<file path="src/rtl/write_round_robin_arbiter.sv">
// write_round_robin_arbiter
//   Round-robin write arbiter: several writers share one downstream buffer.
//   One writer at a time holds the grant.
//   A grant ends when the holder releases its request, or after MAX_BURST
//   forwarded writes. The next holder is chosen in the same cycle, so one
//   grant follows another with no idle cycle in between.
//
// Ports
//   clock               rising-edge clock
//   reset               asynchronous active-high reset
//   request[i]          requester i wants access
//   write_enable[i]     requester i write command (honoured only for the holder)
//   write_data          requester i data in [i*WIDTH +: WIDTH]
//   full[i]             requester i must not write this cycle
//   buffer_write_enable write to downstream buffer
//   buffer_write_data   data to downstream buffer (holder's data, else 0)
//   buffer_full         downstream buffer cannot accept a write
//   grant_valid         a requester holds the grant
//   grant_index         holder index (0 when no grant)

// Per-requester full flag: a requester is blocked unless it holds the grant
// and the buffer can take data.
module write_rr_port_gate #(
    parameter int IW    = 2,
    parameter int INDEX = 0
) (
    input  logic          grant_valid,
    input  logic [IW-1:0] grant_index,
    input  logic          buffer_full,
    output logic          full
);
    assign full = !(grant_valid && (grant_index == IW'(INDEX))) || buffer_full;
endmodule

module write_round_robin_arbiter #(
    parameter int WIDTH      = 8,
    parameter int REQUESTERS = 4,
    parameter int MAX_BURST  = 4
) (
    input  logic                          clock,
    input  logic                          reset,
    input  logic [REQUESTERS-1:0]         request,
    input  logic [REQUESTERS-1:0]         write_enable,
    input  logic [REQUESTERS*WIDTH-1:0]   write_data,
    output logic [REQUESTERS-1:0]         full,
    output logic                          buffer_write_enable,
    output logic [WIDTH-1:0]              buffer_write_data,
    input  logic                          buffer_full,
    output logic                          grant_valid,
    output logic [$clog2(REQUESTERS)-1:0] grant_index
);
    localparam int IW = $clog2(REQUESTERS);
    localparam int CW = 8;  // holds MAX_BURST-1 for the whole legal range

    typedef enum logic {IDLE, GRANTED} state_t;

    state_t        state, state_nxt;
    logic [IW-1:0] g, g_nxt;          // current holder
    logic [IW-1:0] p, p_nxt;          // round-robin pointer
    logic [CW-1:0] cnt, cnt_nxt;      // writes forwarded in this grant
    logic [IW-1:0] g_inc;             // g+1 modulo REQUESTERS
    logic [IW-1:0] arb_start;
    logic [IW-1:0] sel_idx;
    logic          sel_found;
    logic          fwd;
    logic          burst_done;
    logic          grant_end;

    assign grant_valid = (state == GRANTED);
    assign grant_index = grant_valid ? g : '0;
    assign g_inc       = (g == IW'(REQUESTERS-1)) ? '0 : g + 1'b1;

    assign fwd                 = grant_valid && write_enable[g] && !buffer_full;
    assign buffer_write_enable = fwd;
    assign buffer_write_data   = grant_valid ? write_data[int'(g)*WIDTH +: WIDTH] : '0;

    assign burst_done = fwd && (cnt == CW'(MAX_BURST-1));
    assign grant_end  = grant_valid && (!request[g] || burst_done);

    genvar i;
    generate
        for (i = 0; i < REQUESTERS; i++) begin : g_port
            write_rr_port_gate #(.IW(IW), .INDEX(i)) u_gate (
                .grant_valid (grant_valid),
                .grant_index (g),
                .buffer_full (buffer_full),
                .full        (full[i])
            );
        end
    endgenerate

    // While a grant is running, the search is only used at grant end, and
    // then it starts just after the outgoing holder. While idle it starts at p.
    assign arb_start = grant_valid ? g_inc : p;

    // First requesting index in the order arb_start, arb_start+1, ... (wrapping)
    always_comb begin
        int            j;
        logic [IW-1:0] jj;
        sel_found = 1'b0;
        sel_idx   = '0;
        j         = 0;
        jj        = '0;
        for (int k = 0; k < REQUESTERS; k++) begin
            j = int'(arb_start) + k;
            if (j >= REQUESTERS) j = j - REQUESTERS;
            jj = IW'(j);
            if (!sel_found && request[jj]) begin
                sel_found = 1'b1;
                sel_idx   = jj;
            end
        end
    end

    always_comb begin
        state_nxt = state;
        g_nxt     = g;
        p_nxt     = p;
        cnt_nxt   = cnt;
        case (state)
            IDLE: begin
                if (sel_found) begin
                    state_nxt = GRANTED;
                    g_nxt     = sel_idx;
                    cnt_nxt   = '0;
                end
            end
            GRANTED: begin
                if (grant_end) begin
                    // The search wraps back to g last. A lone holder whose
                    // burst ran out is therefore granted again.
                    p_nxt   = g_inc;
                    cnt_nxt = '0;
                    if (sel_found) begin
                        g_nxt = sel_idx;
                    end else begin
                        state_nxt = IDLE;
                        g_nxt     = '0;
                    end
                end else if (fwd) begin
                    cnt_nxt = cnt + 1'b1;
                end
            end
            default: begin
                state_nxt = IDLE;
                g_nxt     = '0;
                cnt_nxt   = '0;
            end
        endcase
    end

    always_ff @(posedge clock or posedge reset) begin
        if (reset) begin
            state <= IDLE;
            g     <= '0;
            p     <= '0;
            cnt   <= '0;
        end else begin
            state <= state_nxt;
            g     <= g_nxt;
            p     <= p_nxt;
            cnt   <= cnt_nxt;
        end
    end
endmodule

</file>
<file path="config.mk">
export PLATFORM = sky130hd
export DESIGN_NAME = write_round_robin_arbiter
export DESIGN_NICKNAME = d
export VERILOG_FILES = /design/src/rtl/write_round_robin_arbiter.sv
export SDC_FILE = /design/constraint.sdc
export NUM_CORES = 1
export LEC_CHECK = 0
export CAP_MARGIN = 25
export CORE_ASPECT_RATIO = 0.9
export CORE_UTILIZATION = 57
export CTS_BUF_LIST = sky130_fd_sc_hd__clkbuf_8 sky130_fd_sc_hd__clkbuf_16
export DETAILED_ROUTE_END_ITERATION = 8
export DONT_BUFFER_PORTS = 1
export GPL_TIMING_DRIVEN = 0
export PLACE_DENSITY = 0.76
export SKIP_CTS_REPAIR_TIMING = 1
export SYNTH_ARGS = -nofsm -noshare
export SYNTH_HDL_FRONTEND = slang
export SYNTH_SLANG_ARGS = --single-unit
export TNS_END_PERCENT = 100
</file>
<file path="constraint.sdc">
create_clock -name clock -period 2.3 [get_ports clock]
set_clock_uncertainty 0.2 [all_clocks]
set_input_delay 0.23 -clock clock [delete_from_list [all_inputs] [get_ports clock]]
set_output_delay 0.23 -clock clock [all_outputs]
set_load 0.05 [all_outputs]
</file>
==> impl_metrics.json <==
{
  "ys.flop_type": "dfrtp_1",
  "drt-wirelength-per-cell_um": 19.2,
  "design.core.area_mm2": 0.00249,
  "clockBufferDepth": 2,
  "clockRootBuffer": "clkbuf_8",
  "reg2reg_to": "cnt[4]",
  "p_sw_mw": 1.04,
  "pre_cts_ws_ns": -0.300,
  "grt_pass1_vias": 1166,
  "antenna_found_initial": 0,
  "muxShareOfSynthArea_pct": 24.0,
  "end_kind": "output pin",
  "synthArstFlopShare_pct": 100,
  "track_usage_pct": 24.5,
  "outcome": "finished, final reports clean",
  "peakVddDrop_mv": 1.52,
  "syn_avg_cell_area_um2": 10.5,
  "r2r_slack_ns": 0.18,
  "grt_max_degree": 14,
  "die_y_um": 50.8,
  "finalHoldViolCount": 0,
  "place_congestion": 0.836,
  "post-dp-hpwl_mm": 2.67,
  "static-leakage-power_nw": 0.673,
  "rr_startpoint": "cnt[0]",
  "cts_tree": "built",
  "crit_path_start": "grant_valid",
  "path_common_cell": "clkbuf_2",
  "path_buf_inv": 3,
  "grt_overflow": 0,
  "maxSlewViolCount": 0,
  "diodes": 0,
  "setup_ws_ns": 0.00509,
  "cp_top_family": "buffers and inverters",
  "max_freq_mhz": 436,
  "path_cells": "buf_6, clkbuf_2, clkbuf_2, and2_2",
  "clkPwrFrac_pct": 9.6,
  "io_buffers": 0,
  "grt_pass1_wl_mm": 5.44,
  "numCtsBuffers": 3,
  "final_util_pct": 67.4,
  "synth_compound_area_share_pct": 20.5,
  "die_x_um": 56.3,
  "synth_fa_ha_area_share_pct": 4.14,
  "initial_utilization_pct": 60.7,
  "yosysWarnings": 0,
  "hold_ws_ns": 0.00563,
  "areaGrowthSynthToFinish_pct": 11.1,
  "startpoint_type": "register",
  "stdcell_area_mm2": 0.00168,
  "relSlewSlack_pct": 66.1,
  "synth-edff-count": 0,
  "max-cap-violations": 0,
  "clk_latency_ns": 0.24,
  "die_area_mm2": 0.00286,
  "synth-xor-area-share_pct": 0,
  "ioPinCount": 59,
  "arrival_ns": 1.86,
  "num_rows": 17,
  "nets": 198,
  "detail-route-antenna-nets": 0,
  "grt_setup_unrepaired": "true",
  "cts_sinks": 13,
  "combPwrFrac_pct": 74.2,
  "drive_gt1_share_pct": 38.9,
  "cp_slowest_stage_delay_ns": 0.54,
  "power_density_mw_per_mm2": 1250,
  "routed_wirelength_mm": 3.40,
  "power_mw": 2.09,
  "dpl_cell_area_mm2": 0.00156,
  "syn_nets": 192,
  "first_iter_violations": 30,
  "fin_crit_ns": 2.29,
  "layout_commonest_cell": "o2111ai_1",
  "drt-pass1-iter-count": 4,
  "ys_seq_elements": 13,
  "synth_top_family_by_area": "multiplexers",
  "rr_worst_depth": 6,
  "fin_crit_sh_pct": 99.8,
  "path_class": "register to output pin",
  "path_depth": 4,
  "power_frac_seq_pct": 16.2,
  "crit_slowest_cell": "dfrtp_2",
  "worstPathMaxFanout": 10,
  "netlist_area_mm2": 0.00151,
  "synth_seq_area_share_pct": 21.5,
  "synth.distinct_cells": 48,
  "via_per_inst": 6.90,
  "drc": 0,
  "hp-class": "primary input to register",
  "setup_viol": 0,
  "yosys.area_share.simple_pct": 19.5,
  "swShare_pct": 49.7,
  "crit_path_end": "buffer_write_data[4]",
  "final_cell_mix": "o2111ai_1 (12), dfrtp_1 (11), mux4_2 (10), inv_1 (10), mux2i_1 (9)",
  "intPower_mw": 1.05,
  "tightestPinTransition_ns": 0.508,
  "htreeDepth": 1,
  "syn_inst": 144,
  "cts.clk_slew.worst_paths_ns": 0.05,
  "vias": 1222,
  "cp.required_ns": 1.87
}
final cells by class:
type | instances | area (um2)
sequential | 13 | 328
clock inverter | 1 | 3.75
buffer | 15 | 141
fill | 183 | 811
clock buffer | 3 | 41.3
timing repair buffer | 1 | 10.0
multi-input combinational | 107 | 1080
tap | 28 | 35.0
inverter | 9 | 33.8
power groups by stage:
stage	sequential (mW)	clock, mW	combinational (mW)
global route	0.347	0.216	1.65
floorplan	0.324	0	1.27
finish	0.339	0.201	1.55
detailed placement	0.336	0	1.42
CTS	0.333	0.204	1.43
global placement	0.332	0	1.39
sequential cells by signal (all words and copies together), names as in the netlist:
name         count
cnt              8
g                2
p                2
grant_valid      1
worst register-to-register path, stage by stage, from the launching register on:
cell and delay [ns]:
dfrtp_1 0.40, ha_1 0.24, nor4b_2 0.31, nand3_1 0.25, buf_2 0.26, o2111ai_1 0.21
mux2i_1 0.12
kinds of logic (layout without fill, tap and decap cells):
group | Yosys count | count (layout)
simple gates | 43 | 43
compound gates | 36 | 36
buf+inv | 24 | 29
mux | 23 | 23
flops | 13 | 13
fa+ha+maj | 5 | 5
per-layer routing:
metal / global-route usage, % / wire length (um) / up-vias
li1: - / - / 565
met1: 31.7 / 1410 / 598
met2: 43.5 / 1740 / 55
met3: 4.30 / 213 / 4
met4: 4.88 / 24 / 0
met5: 0 / 0 / -
through the flow:
step | std cells | setup TNS [ns]
final | 177 | 0
after global routing | 177 | -0.256
after CTS | 176 | -7.02
after detailed placement | 172 | -2.94
after global placement | 172 | -2.37
after floorplan | 144 | 0
worst min path at each step:
| stage | from | endpoint | cells after the start |
|---|---|---|---|
| 6_report | request[0] | g[0] | 2 |
| 5_1_grt | request[0] | g[0] | 2 |
| 4_1_cts | reset | cnt[3] | 1 |
| 3_5_place_dp | reset | cnt[3] | 1 |
| 3_3_place_gp | reset | cnt[3] | 1 |
| 2_1_floorplan | reset | cnt[0] | 1 |
cell usage after synthesis (all sizes together) (4+ instances only):
master,number,share of area [%]
buf,12,6.6
a21oi,4,1.6
mux4,10,15
o2111ai,12,7.0
mux2i,10,6.6
nand2,7,1.7
and2,12,5.0
ha,5,4.1
dfrtp,13,22
nand2b,4,2.7
inv,9,2.2
a211oi,4,3.0
Note: power is estimated with default switching activity, not from simulation.
